$ cat config.mk
export PLATFORM = sky130hd
export DESIGN_NAME = down_counter_timer_ctrl_flat
export DESIGN_NICKNAME = d
export VERILOG_FILES = /design/src/rtl/down_counter_timer_ctrl_if.sv /design/src/rtl/down_counter_timer_ctrl.sv /design/src/flat_wrapper.sv
export SDC_FILE = /design/constraint.sdc
export NUM_CORES = 1
export LEC_CHECK = 0
export CAP_MARGIN = 10
export CORE_MARGIN = 2
export CORE_UTILIZATION = 47
export CTS_BUF_LIST = sky130_fd_sc_hd__clkbuf_16
export DETAILED_ROUTE_END_ITERATION = 7
export PLACE_DENSITY_LB_ADDON = 0.15
export SLEW_MARGIN = 15
export SYNTH_ARGS = -nofsm -noshare
export SYNTH_HDL_FRONTEND = slang
export SYNTH_SLANG_ARGS = --single-unit
$ cat constraint.sdc
create_clock -name clk -period 1.85 [get_ports clk]
set_input_delay 0.37 -clock clk [delete_from_list [all_inputs] [get_ports clk]]
set_output_delay 0.37 -clock clk [all_outputs]
set_load 0.03 [all_outputs]
$ cat src/rtl/down_counter_timer_ctrl_if.sv
// down_counter_timer_ctrl_if: config handshake, run control and status bundle; DNCNT_AUTO_RELOAD_EN adds auto_reload
interface down_counter_timer_ctrl_if #(parameter int WIDTH = 4);
  logic cfg_valid;
  logic cfg_ready;
  logic [WIDTH-1:0] cfg_value;
  logic start;
  logic pause;
  logic abort;
  logic [WIDTH-1:0] count;
  logic busy;
  logic done;
`ifdef DNCNT_AUTO_RELOAD_EN
  logic auto_reload;
  modport master(output cfg_valid, cfg_value, start, pause, abort, auto_reload, input cfg_ready, count, busy, done);
  modport slave(input cfg_valid, cfg_value, start, pause, abort, auto_reload, output cfg_ready, count, busy, done);
`else
  modport master(output cfg_valid, cfg_value, start, pause, abort, input cfg_ready, count, busy, done);
  modport slave(input cfg_valid, cfg_value, start, pause, abort, output cfg_ready, count, busy, done);
`endif
endinterface

$ cat src/rtl/down_counter_timer_ctrl.sv
// down_counter_timer_ctrl: programmable down-count timer sequencer; DNCNT_AUTO_RELOAD_EN enables periodic auto-reload
module down_counter_timer_ctrl #(parameter int WIDTH = 4) (
  input logic clk,
  input logic rst,
  down_counter_timer_ctrl_if.slave bus
);
  typedef enum logic [1:0] {IDLE, RUN, PAUSE, DONE} state_t;
  state_t r_state, w_state_n;
  logic [WIDTH-1:0] r_count, r_reload, w_count_n;
  logic r_done, w_done_n, w_idle, w_term, w_auto;
  assign w_idle = r_state == IDLE || r_state == DONE;
  assign w_term = r_count == WIDTH'(1);
`ifdef DNCNT_AUTO_RELOAD_EN
  assign w_auto = bus.auto_reload;
`else
  assign w_auto = 1'b0;
`endif
  assign bus.cfg_ready = w_idle;
  assign bus.busy = !w_idle;
  assign bus.count = r_count;
  assign bus.done = r_done;
  always_ff @(posedge clk or posedge rst)
    if (rst) begin
      r_state <= IDLE;
      r_count <= '0;
      r_reload <= '0;
      r_done <= 1'b0;
    end else begin
      r_state <= w_state_n;
      r_count <= w_count_n;
      r_done <= w_done_n;
      if (bus.cfg_valid && w_idle) r_reload <= bus.cfg_value;
    end
  // start reads r_reload before any same-edge config write lands
  always_comb begin
    w_state_n = r_state;
    w_count_n = r_count;
    w_done_n = 1'b0;
    if (bus.abort) begin
      w_state_n = IDLE;
      w_count_n = '0;
    end else if (w_idle) begin
      if (bus.start) begin
        w_state_n = r_reload != '0 ? RUN : DONE;
        w_count_n = r_reload;
        w_done_n = r_reload == '0;
      end
    end else if (bus.pause) w_state_n = PAUSE;
    else if (r_state == PAUSE) w_state_n = RUN;
    else if (w_term) begin
      w_state_n = w_auto ? RUN : DONE;
      w_count_n = w_auto ? r_reload : '0;
      w_done_n = 1'b1;
    end else if (r_count != '0) w_count_n = r_count - WIDTH'(1);
  end
endmodule
$ cat src/flat_wrapper.sv
// flat-port wrapper written by rule: the top's interface ports become plain ports
module down_counter_timer_ctrl_flat 
#(parameter int WIDTH = 4)
  (clk, rst, bus_cfg_valid, bus_cfg_value, bus_start, bus_pause, bus_abort, bus_cfg_ready, bus_count, bus_busy, bus_done);
  down_counter_timer_ctrl_if #(.WIDTH(WIDTH)) bus_i ();
  input logic clk;
  input logic rst;
  input wire logic [$bits(bus_i.cfg_valid)-1:0] bus_cfg_valid;
  input wire logic [$bits(bus_i.cfg_value)-1:0] bus_cfg_value;
  input wire logic [$bits(bus_i.start)-1:0] bus_start;
  input wire logic [$bits(bus_i.pause)-1:0] bus_pause;
  input wire logic [$bits(bus_i.abort)-1:0] bus_abort;
  output wire logic [$bits(bus_i.cfg_ready)-1:0] bus_cfg_ready;
  output wire logic [$bits(bus_i.count)-1:0] bus_count;
  output wire logic [$bits(bus_i.busy)-1:0] bus_busy;
  output wire logic [$bits(bus_i.done)-1:0] bus_done;
  assign bus_i.cfg_valid = bus_cfg_valid;
  assign bus_i.cfg_value = bus_cfg_value;
  assign bus_i.start = bus_start;
  assign bus_i.pause = bus_pause;
  assign bus_i.abort = bus_abort;
  assign bus_cfg_ready = bus_i.cfg_ready;
  assign bus_count = bus_i.count;
  assign bus_busy = bus_i.busy;
  assign bus_done = bus_i.done;
  down_counter_timer_ctrl #(.WIDTH(WIDTH)) u_core (.clk(clk), .rst(rst), .bus(bus_i));
endmodule
==> results by group, run 1 <==
Finish
  – N_diodes: 0
  – Layout area overhead: 38.1%
  – Sequential cell area: 275 µm²
  – Fraction of layout cells with a size suffix above 1: 23.8%
  – Final Net Count: 98
  – # fillers: 102
  – Area of the multi-input gates: 382 µm²
  – Design Area, Final: 947 µm²
  – Post-layout util: 71.0%

Synthesis
  – Netlist Area Pre-Place: 686 µm²
  – Number of flops mapped to enable cells by yosys: 0
  – Synth area leader: dfrtp_1
  – Mapped Cells: 64
  – Yosys warnings: 0
  – Post-synth top cells: dfrtp_1, inv_1, mux2_2, nor3_1
  – Mapped Nets: 77
  – Share of the synthesized area in the top cell type: 40.1%
  – Most frequent cell after synthesis: dfrtp_1
  – Post-synthesis async set-or-reset flop share: 100%
  – Ys flop type: dfrtp_1
  – #FFs+latches synth: 11
  – Syn Area/Cell: 10.7 µm²
  – Distinct cells, synth: 30
  – Synth area leaders: dfrtp_1, mux2_2, ha_1
  – Seq/Total Area, Yosys: 40.1%

STA
  – Crit share post-route: 97.0%
  – Max-slew headroom: 71.7%
  – RSZ-0062 raised after global routing: false
  – TNS Setup: 0 ns
  – F_max: 0.557 GHz
  – Final slew viol count: 0
  – Clock Skew: 0.00361 ns
  – Measured slew at the worst slew-check pin: 0.420 ns
  – Hold Slack: 0.429 ns
  – Final period demand of the worst path: 1.80 ns
  – Final setup viols: 0
  – Hold Vio Cnt, Final: 0

Clock network
  – Clock Latency Late Sink: 0.24 ns
  – Clk root buf: clkbuf_16
  – Clk sinks: 11
  – CTS Buf Count: 3
  – PostCTS Resize Cnt: 0
  – CTS tree: done
  – CTS H-tree lvls: 1
  – Reg clk slew, reported paths: 0.04 ns
  – Post-CTS Hold Fix Bufs: 0
  – Post CTS Setup Buffer Count: 0
  – Clock buffer depth: 2

Route
  – Routed WL: 1610 µm
  – Initial DRT Pass Iterations: 4
  – DRC viols: 0
  – Post-route antenna net violation count: 0
  – Vias/cell: 6.13
  – Vias: 607
  – Wire per inst: 16.3 µm
  – First DRT Iteration DRCs: 41

Placement
  – Post-detail-place hpwl: 1110 µm
  – IO Port Bufs: 16
  – Gpl congestion: 0.800
  – Post-DP Area: 868 µm²

Pwr
  – Maximum vdd ir drop: 997 µV
  – Leakage: 0.000402 µW
  – Pwr Total: 2070 µW
  – Power per cell area: 2190 nW/µm²

Global route
  – Initial antenna violation count: 0
  – GRT Residual Overflow: 0
  – First-pass GRT wire length: 2620 µm
  – All-Layer GR Usage: 19.9%
  – Largest net degree at the start of global routing: 15
  – Vias in the first global route: 568

Setup path
  – Critical Path Source: u_core.bus.count[2]$_DFFE_PP0P_
  – Worst EP required: 1.48 ns
  – Worst path slowest cell: clkdlybuf4s50_1
  – CP arrival: 1.43 ns
  – Worst-path cell chain: clkdlybuf4s50_1
  – Buf/Inv on CP: 1
  – Critical path's top delay family: buffers and inverters
  – Startpoint Class: flip-flop
  – Worst flop-to-flop path startpoint: u_core.r_state[0]$_DFFE_PP0P_
  – Setup CP Type: flip-flop to output port
  – Maximum fanout along the worst path: 7
  – CP peak stage delay: 0.72 ns
  – CP endpoint kind: output port

Die
  – Die H: 42.2 µm
  – Initial Util: 51.4%
  – Die width: 42.2 µm
  – Rows: 13
  – Core ar.: 1330 µm²
  – IO Pins: 17
  – DIE AREA: 1780 µm²

Outcome
  – Outcome: completed

Flow run
  – Max Cap Viol: 0

Worst hold path
  – HP Class: primary input to async pin
-- state kept, by name, summed over array words and instances (netlist names) --
signal            cells
u_core.r_reload       4
u_core.bus.count      4
u_core.bus.done       1
u_core.r_state        2
-- final timing paths --
kind / to / slack (ns) / depth (start not counted)
worst max-delay path: bus_count[2] / 0.05 / 1
worst min-delay path: u_core.r_reload[1]$_DFFE_PP0P_ / 0.43 / 2
worst max register to register: u_core.bus.count[2]$_DFFE_PP0P_ / 0.17 / 5
worst min register to register: u_core.r_reload[2]$_DFFE_PP0P_ / 0.54 / 1
max in group asynchronous: u_core.bus.done$_DFF_PP0_ / 1.12 / 2
min in group clk: u_core.r_reload[2]$_DFFE_PP0P_ / 0.54 / 1
-- power by group --
group / total (µW) / internal (µW) / switching [µW]
registers: 457 / 346 / 111
logic: 1230 / 555 / 674
clock network: 389 / 284 / 106
total: 2070 / 1180 / 890
-- cell usage in the layout, fill, tap and decap left out, drive strengths merged --
cell type	netlist	final
buf	2	4
nor4bb	1	1
or3	1	1
a22oi	3	3
o32ai	2	2
or2	1	1
mux2i	2	2
a211o	1	1
o21bai	1	1
dfrtp	11	11
nand2	3	3
clkdlybuf4s50	0	14
nor4	2	2
o22ai	1	1
ha	3	3
a221oi	3	3
nor3b	1	1
nor2	2	2
a21oi	2	2
clkbuf	0	3
a221o	1	1
mux2	4	4
nor3	4	4
o31a	1	1
and2	1	1
nor2b	2	2
inv	6	7
nand2b	3	3
-- layout make-up --
class                      count  share of cell area (%)
timing repair buffer          18                    18.0
clock buffer                   3                    7.93
tap                           15                    1.98
sequential                    11                    29.1
inverter                       6                    2.38
clock inverter                 1                   0.396
multi-input combinational     45                    40.3
-- kinds of logic after synthesis --
kind of cell / synth area share, %
AND/OR/NAND/NOR: 19.3
AO/OA/AOI/OAI: 21.0
multiplexers: 9.49
adder cells (fa/ha/maj): 5.48
flip-flops: 40.1
buffers and inverters: 4.56
-- metal layers --
metal  part of all wire (%)  GRT usage (%)  vias up
li1                       -              -      281
met1                     42           24.7      285
met2                     47           31.1       37
met3                    9.4           5.60        4
met4                    1.4           10.6        0
met5                      0              0        -
-- per-stage QoR --
| stage | std cells | setup WS, ns |
|---|---|---|
| finish | 99 | 0.0549 |
| detailed placement | 95 | 0.126 |
| global route | 99 | 0.0260 |
| global placement | 95 | 0.156 |
| CTS | 99 | 0.0544 |
| floorplan | 64 | 0.0894 |
Power figures use the tool's default switching activity.
==> run 2: changes to the inputs <==
--- a/config.mk
+++ b/config.mk
@@ -10,6 +10,7 @@
 export CORE_UTILIZATION = 47
 export CTS_BUF_LIST = sky130_fd_sc_hd__clkbuf_16
 export DETAILED_ROUTE_END_ITERATION = 7
+export GPL_TIMING_DRIVEN = 0
 export PLACE_DENSITY_LB_ADDON = 0.15
 export SLEW_MARGIN = 15
 export SYNTH_ARGS = -nofsm -noshare
==> run 2 against run 1 <==
Cell area fell by 1.7%. Critical path depth unchanged. Power shrank 2.9%. Core utilization fell by 1.2 points. Final cell count shrank 1.0%. Critical endpoint unchanged. Largest power group unchanged. Non-clock buffer count is 1 lower. Sequential power increased by 0.9%.
==> results by group, run 2 (same netlist as run 1, synthesis figures left out) <==
Outcome
  – Outcome: completed (unchanged)

Route
  – Vias: 581 (was 607)
  – Post-route antenna net violation count: 0 (unchanged)
  – Vias/cell: 5.93 (was 6.13)
  – Wire per inst: 15.1 µm (was 16.3 µm)
  – First DRT Iteration DRCs: 9 (was 41)
  – Routed WL: 1480 µm (was 1610 µm)
  – Initial DRT Pass Iterations: 4 (unchanged)
  – DRC viols: 0 (unchanged)

Die
  – Rows: 13 (unchanged)
  – Initial Util: 51.4% (unchanged)
  – Die width: 42.2 µm (unchanged)
  – IO Pins: 17 (unchanged)
  – DIE AREA: 1780 µm² (unchanged)
  – Core ar.: 1330 µm² (unchanged)
  – Die H: 42.2 µm (unchanged)

Finish
  – Post-layout util: 69.8% (was 71.0%)
  – Sequential cell area: 275 µm² (unchanged)
  – N_diodes: 0 (unchanged)
  – Most common cell after layout, fill and taps aside: clkdlybuf4s50_1 (unchanged)
  – # fillers: 102 (unchanged)
  – Area of the multi-input gates: 382 µm² (unchanged)
  – Layout area overhead: 35.8% (was 38.1%)
  – Final Net Count: 97 (was 98)
  – Most frequent cells in the layout: clkdlybuf4s50_1, dfrtp_1, inv_1 (unchanged)
  – Fraction of layout cells with a size suffix above 1: 21.7% (was 23.8%)

STA
  – Final setup viols: 0 (unchanged)
  – Hold Vio Cnt, Final: 0 (unchanged)
  – F_max: 0.553 GHz (was 0.557 GHz)
  – Crit share post-route: 97.8% (was 97.0%)
  – Hold Slack: 0.433 ns (was 0.429 ns)
  – Measured slew at the worst slew-check pin: 0.463 ns (was 0.420 ns)
  – Final period demand of the worst path: 1.81 ns (was 1.80 ns)
  – RSZ-0062 raised after global routing: false (unchanged)
  – Final slew viol count: 0 (unchanged)
  – Max-slew headroom: 68.9% (was 71.7%)
  – Clock Skew: 0.00164 ns (was 0.00361 ns)

Global route
  – Initial antenna violation count: 0 (unchanged)
  – Largest net degree at the start of global routing: 12 (was 15)
  – First-pass GRT wire length: 2390 µm (was 2620 µm)
  – Vias in the first global route: 555 (was 568)
  – All-Layer GR Usage: 18.5% (was 19.9%)
  – GRT Residual Overflow: 0 (unchanged)

Clock network
  – CTS H-tree lvls: 1 (unchanged)
  – Clock buffer depth: 2 (unchanged)
  – Post CTS Setup Buffer Count: 0 (unchanged)
  – CTS tree: done (unchanged)
  – CTS Buf Count: 3 (unchanged)
  – Clock Latency Late Sink: 0.24 ns (about the same)
  – Reg clk slew, reported paths: 0.04 ns (about the same)
  – Clk sinks: 11 (unchanged)
  – Clk root buf: clkbuf_16 (unchanged)
  – Post-CTS Hold Fix Bufs: 0 (unchanged)

Flow run
  – Max Cap Viol: 0 (unchanged)

Setup path
  – Worst EP required: 1.48 ns (about the same)
  – Buf/Inv on CP: 1 (unchanged)
  – Maximum fanout along the worst path: 7 (unchanged)
  – Worst path slowest cell: clkdlybuf4s50_1 (unchanged)
  – Startpoint Class: flip-flop (unchanged)
  – Setup CP Type: flip-flop to output port (unchanged)
  – Critical path's top delay family: buffers and inverters (unchanged)
  – CP peak stage delay: 0.72 ns (about the same)
  – CP endpoint kind: output port (unchanged)
  – CP arrival: 1.44 ns (was 1.43 ns)
  – Worst-path cell chain: clkdlybuf4s50_1 (unchanged)

Pwr
  – Power per cell area: 2160 nW/µm² (was 2190 nW/µm²)
  – Maximum vdd ir drop: 1100 µV (was 997 µV)
  – Leakage: 0.000393 µW (was 0.000402 µW)

Placement
  – Gpl congestion: 0.792 (was 0.800)
  – Post-detail-place hpwl: 1080 µm (was 1110 µm)
  – IO Port Bufs: 15 (was 16)

Worst hold path
  – HP Class: primary input to async pin (unchanged)
-- run 2: cell types whose count changed in the layout (fill, tap and decap cells not counted) --
cell,delta
buf_4,-4
clkdlybuf4s50_1,-1
buf_1,+1
buf_2,+2
clkdlybuf4s15_1,+1
-- run 2: worst paths after layout --
kind / cells after the start / endpoint / slack, ns / start
max: 1 / bus_count[2] / 0.04 / u_core.bus.count[2]$_DFFE_PP0P_
min: 2 / u_core.r_reload[1]$_DFFE_PP0P_ / 0.43 / rst
max reg2reg: 5 / u_core.bus.count[3]$_DFFE_PP0P_ / 0.13 / u_core.r_state[0]$_DFFE_PP0P_
min reg2reg: 1 / u_core.r_reload[2]$_DFFE_PP0P_ / 0.54 / u_core.r_reload[2]$_DFFE_PP0P_
max in group asynchronous: 2 / u_core.r_state[0]$_DFFE_PP0P_ / 1.12 / rst
min in group clk: 1 / u_core.r_reload[2]$_DFFE_PP0P_ / 0.54 / u_core.r_reload[2]$_DFFE_PP0P_
-- run 2: metal layers --
layer	vias to the layer above	track usage [%]	share of wire (%)
met5	-	0	0
met4	0	12.5	0
met3	0	6.47	6.3
met2	23	27.7	49
met1	280	22.0	45
li1	278	-	-
-- run 2: power by group --
part / switching, µW / leakage (µW) / internal, µW
sequential: 115 / 0.000140 / 346
combinational: 646 / 0.000211 / 520
clock: 103 / 0.0000423 / 283
total: 864 / 0.000393 / 1150
-- run 2: stage by stage --
step	setup TNS [ns]	area (µm²)	total power, µW	std cells	setup slack, ns
floorplan	0	688	1330	64	0.0894
global placement	-0.104	857	1620	94	-0.104
detailed placement	-0.100	857	1640	94	-0.100
CTS	0	936	2030	98	0.0217
global route	0	931	2140	98	0.0143
finish	0	931	2010	98	0.0416
-- run 2: area by class of cell --
cell class	instances	area share, %
buffer	2	0.941
clock buffer	3	8.06
clock inverter	1	0.403
inverter	6	2.42
multi-input combinational	45	41.0
sequential	11	29.6
tap	15	2.02
timing repair buffer	15	15.6
-- run 2: repair_timing --
action	4_1_cts	5_1_grt
setup endpoints to repair	2	2
gates resized for setup	4	3
pin swaps	0	0
==> run 3: changes to the inputs <==
--- a/config.mk
+++ b/config.mk
@@ -12,6 +12,7 @@
 export DETAILED_ROUTE_END_ITERATION = 7
 export GPL_TIMING_DRIVEN = 0
 export PLACE_DENSITY_LB_ADDON = 0.15
+export SKIP_LAST_GASP = 1
 export SLEW_MARGIN = 15
 export SYNTH_ARGS = -nofsm -noshare
 export SYNTH_HDL_FRONTEND = slang
==> constraint.sdc (replaced) <==
create_clock -name clk -period 1.85 [get_ports clk]
set_input_delay 0.2775 -clock clk [delete_from_list [all_inputs] [get_ports clk]]
set_output_delay 0.2775 -clock clk [all_outputs]
set_load 0.03 [all_outputs]
==> run 3 against run 2 <==
Hold slack lost 0.093 ns. Sequential cell count is the same. Final cell count is the same. Power shrank 0.28%. Non-clock buffer count is the same. Via count is the same. First-iteration DRC count is the same. Critical path type unchanged.
==> results by group, run 3 (same netlist as run 1, synthesis figures left out) <==
Finish
  – Area of the multi-input gates: 382 µm² (unchanged)
  – Most frequent cells in the layout: clkdlybuf4s50_1, dfrtp_1, inv_1 (unchanged)
  – Fraction of layout cells with a size suffix above 1: 21.7% (unchanged)
  – # fillers: 103 (was 102)
  – Most common cell after layout, fill and taps aside: clkdlybuf4s50_1 (unchanged)
  – Layout area overhead: 35.6% (was 35.8%)
  – Final Net Count: 97 (unchanged)
  – Sequential cell area: 275 µm² (unchanged)
  – N_diodes: 0 (unchanged)

Clock network
  – CTS H-tree lvls: 1 (unchanged)
  – Clock Latency Late Sink: 0.24 ns (about the same)
  – Clock buffer depth: 2 (unchanged)
  – Clk root buf: clkbuf_16 (unchanged)
  – Post-CTS Hold Fix Bufs: 0 (unchanged)
  – Clk sinks: 11 (unchanged)
  – Reg clk slew, reported paths: 0.04 ns (about the same)
  – CTS tree: done (unchanged)
  – CTS Buf Count: 3 (unchanged)

Setup path
  – Worst-path cell chain: ha_2 > dlygate4sd2_1 (was clkdlybuf4s50_1)
  – Maximum fanout along the worst path: 8 (was 7)
  – Critical Path Source: u_core.r_state[1]$_DFFE_PP0P_ (was u_core.bus.count[2]$_DFFE_PP0P_)
  – Buf/Inv on CP: 1 (unchanged)
  – Worst flop-to-flop path startpoint: u_core.r_state[0]$_DFFE_PP0P_ (unchanged)
  – Setup CP Type: flip-flop to output port (unchanged)
  – Worst EP required: 1.57 ns (was 1.48 ns)
  – Critical path's top delay family: adder cells (was buffers and inverters)
  – Startpoint Class: flip-flop (unchanged)
  – CP peak stage delay: 0.41 ns (was 0.72 ns)
  – CP endpoint kind: output port (unchanged)
  – Worst path slowest cell: ha_2 (was clkdlybuf4s50_1)
  – CP arrival: 1.45 ns (was 1.44 ns)

Route
  – DRC viols: 0 (unchanged)
  – Post-route antenna net violation count: 0 (unchanged)
  – Vias/cell: 5.93 (unchanged)
  – Routed length on met1: 665 µm (unchanged)
  – Routed wl met3: 94 µm (unchanged)
  – Routed wl met2: 724 µm (unchanged)
  – Highest Signal Layer: met3 (unchanged)
  – First DRT Iteration DRCs: 9 (unchanged)
  – Initial DRT Pass Iterations: 4 (unchanged)
  – Vias: 581 (unchanged)
  – Wire per inst: 15.1 µm (unchanged)
  – Routed WL: 1480 µm (unchanged)

Die
  – Die H: 42.2 µm (unchanged)
  – IO Pins: 17 (unchanged)
  – Rows: 13 (unchanged)
  – Initial Util: 51.4% (unchanged)
  – DIE AREA: 1780 µm² (unchanged)
  – Die width: 42.2 µm (unchanged)
  – Core ar.: 1330 µm² (unchanged)

STA
  – Final period demand of the worst path: 1.73 ns (was 1.81 ns)
  – Clock Skew: 0.00164 ns (unchanged)
  – Max-slew headroom: 68.9% (unchanged)
  – Final setup viols: 0 (unchanged)
  – RSZ-0062 raised after global routing: false (unchanged)
  – TNS Setup: 0 ns (unchanged)
  – F_max: 0.579 GHz (was 0.553 GHz)
  – Measured slew at the worst slew-check pin: 0.463 ns (unchanged)
  – Crit share post-route: 93.4% (was 97.8%)
  – Hold Vio Cnt, Final: 0 (unchanged)
  – Final slew viol count: 0 (unchanged)

Worst hold path
  – HP Class: primary input to async pin (unchanged)

Global route
  – All-Layer GR Usage: 18.5% (unchanged)
  – Vias in the first global route: 555 (unchanged)
  – First-pass GRT wire length: 2390 µm (unchanged)
  – GRT Residual Overflow: 0 (unchanged)
  – Largest net degree at the start of global routing: 12 (unchanged)
  – Initial antenna violation count: 0 (unchanged)

Outcome
  – Outcome: completed (unchanged)

Pwr
  – Power per cell area: 2160 nW/µm² (about the same)
  – Pwr Total: 2010 µW (about the same)
  – Leakage: 0.000393 µW (about the same)
  – Maximum vdd ir drop: 1100 µV (about the same)

Placement
  – Post-detail-place hpwl: 1080 µm (unchanged)
  – Gpl congestion: 0.792 (unchanged)
  – IO Port Bufs: 15 (unchanged)

Flow run
  – Max Cap Viol: 0 (unchanged)
## run 3: power breakdown
part           switching [µW]  internal (µW)
logic                     646            515
clock network             103            283
registers                 115            346
total                     864           1140
## run 3: metal layers
metal  track usage, %  vias up
li1                 -      278
met1             22.0      280
met2             27.7       23
met3             6.47        0
met4             12.5        0
met5                0        -
## run 3: worst paths after layout
path	to	slack [ns]	depth (start not counted)
min in group clk	u_core.bus.count[3]$_DFFE_PP0P_	0.51	2
worst min register to register	u_core.r_reload[2]$_DFFE_PP0P_	0.54	1
worst max-delay path	bus_cfg_ready	0.12	2
worst max register to register	u_core.bus.count[3]$_DFFE_PP0P_	0.13	5
worst min-delay path	u_core.r_reload[1]$_DFFE_PP0P_	0.34	2
max in group asynchronous	u_core.r_state[0]$_DFFE_PP0P_	1.21	2
## run 3: through the flow
| step | setup slack, ns | hold WS [ns] | area, µm² | cells | utilization (%) |
|---|---|---|---|---|---|
| 2_1_floorplan | 0.0894 | 0.130 | 688 | 64 | - |
| 3_3_place_gp | -0.0115 | 0.518 | 857 | 94 | 64.3 |
| 3_5_place_dp | -0.00781 | 0.536 | 857 | 94 | 64.3 |
| 4_1_cts | 0.0180 | 0.357 | 933 | 98 | 70.0 |
| 5_1_grt | 0.0560 | 0.381 | 930 | 98 | 69.7 |
| 6_report | 0.122 | 0.341 | 930 | 98 | 69.7 |
## run 3: layout make-up
cell class,instances,share of cell area (%)
clock inverter,1,0.404
timing repair buffer,15,15.5
multi-input combinational,45,41.0
sequential,11,29.6
tap,15,2.02
buffer,2,0.942
inverter,6,2.42
clock buffer,3,8.08
## run 3: what timing repair did
item | CTS | global route
hold endpoints to repair | 0 | 0
buffers inserted | 0 | 0
endpoints found under the setup margin | 2 | 1
gates resized for setup | 2 | 2
cloned | 0 | 0
==> RTL change, RTL diff (flow settings as in run 1) <==
Reset style: synchronous (`rst`), changed in one clocked block.
--- a/src/rtl/down_counter_timer_ctrl.sv
+++ b/src/rtl/down_counter_timer_ctrl.sv
@@ -21,3 +21,3 @@
   assign bus.done = r_done;
-  always_ff @(posedge clk or posedge rst)
+  always_ff @(posedge clk)
     if (rst) begin
Formal check against the unedited RTL: differs if rst is asserted again (counterexample within 4 cycles, from zero or initial values and one cycle with rst high); with rst held inactive, the same outputs for 10 cycles.
==> RTL change against run 1 <==
Wire length fell by 2.9%; register-to-register slack worse by 20 ps; die area is 5.0% lower; synthesized cell count grew 27%; setup slack improved by 29 ps; area after synthesis shrank 5.5%; fmax up 1.6%; via count increased by 4.4%; design area decreased by 2.2%; sequential cell count did not move; highest routed layer unchanged.
Power is not compared: it rests on default switching activity, and its combinational part moved more than twofold at a synthesized area within 25%.
==> RTL change: results (changes against run 1) <==
- Layout cells sized above 1: 14.7% (-9.1 points)
- Post-synth top cells: 11 x dfxtp_1, 11 x nand2_1, 9 x a21oi_1, 6 x nor2_1
- Grt met1 use: 26.1% (+1.5 points)
- Synth area leaders: dfxtp_1 34%, ha_1 9.7%, a21oi_1 6.9%
- First-pass GRT wire length: 2330 microns (-11%)
- Synth Flop Type: dfxtp_1
- All-layer global routing usage: 21.8% (+1.9 points)
- Fill cells: 120 (+18%)
- Vias: 634 (+4.4%)
- Distinct cells, synth: 31 (+3.3%)
- HP Class: reg2reg
- Synthesized net count: 96 (+25%)
- Avg WL per Cell: 13.4 microns (-18%)
- Crit path DAT: 1400 ps (-30 ps)
- Slew Limit Headroom: 77.4% (+5.7 points)
- GPL Wtd Cong: 0.698 (-13%)
- Vias in the first global route: 536 (-5.6%)
- Place WS: 68.6 ps (-57.4 ps)
- Largest net degree at the start of global routing: 12 (-3)
- Status: finished clean
- FF-to-FF Start: u_core.r_state[0]
- GRT met2 Usage: 35.5% (+4.5 points)
- Post-synth ARST share: 0% (-100 points)
- NumNets Final: 118 (+20%)
- DPL Wire Length: 1140 microns (+3.2%)
- Iteration-0 DRC Markers: 29 (-29%)
- Met3 usage: 4.89% (-0.71 points)
-- RTL change: changes by cell type in the layout (fill, tap and decap cells not counted), sizes merged, moves of 2 or more --
cell / change
ha: +2
o32ai: -2
nor2: +4
dfrtp: -11
dfxtp: +11
nand2: +8
a21oi: +7
o21ai: +2
nand3: +5
a221oi: -3
a22oi: -2
mux2: -4
-- RTL change: per-stage QoR --
step           instance area, sq um  hold slack, ps  instances  power, mW
4_1_cts                         915             461        117      0.962
3_3_place_gp                    836             442        113      0.560
3_5_place_dp                    836             455        113      0.563
5_1_grt                         926             471        117       1.01
2_1_floorplan                   648             425         81      0.469
6_report                        926             453        117      0.965
-- RTL change: layout make-up --
class	instances	area share, %
tap	15	2.03
clock buffer	3	8.11
sequential	11	23.8
multi-input combinational	63	44.2
timing repair buffer	19	19.5
clock inverter	1	0.405
inverter	5	2.03
-- RTL change: per-layer routing --
metal | up-vias | part of all wire, %
li1 | 329 | -
met1 | 279 | 44
met2 | 22 | 49
met3 | 4 | 5.1
met4 | 0 | 2.3
met5 | - | 0
-- RTL change: cell families after synthesis --
group | count (synthesis) | share of synthesized area (%)
compound gates | 20 | 20.1
fa+ha+maj | 5 | 9.65
buf+inv | 7 | 4.25
flops | 11 | 34.0
mux | 1 | 1.54
simple gates | 37 | 30.5
-- RTL change: power by group --
part | leakage [nW] | total, mW | internal, mW | switching, mW
combinational | 0.261 | 0.292 | 0.128 | 0.165
clock | 0.0423 | 0.396 | 0.284 | 0.112
sequential | 0.0899 | 0.277 | 0.257 | 0.0196
-- RTL change: path summary, 6_finish.rpt --
| path | to | slack [ps] |
|---|---|---|
| worst max register to register | u_core.r_state[1] | 150 |
| worst max-delay path | bus_count[3] | 80 |
| worst min register to register | u_core.r_reload[3] | 450 |
| worst min-delay path | u_core.r_reload[3] | 450 |
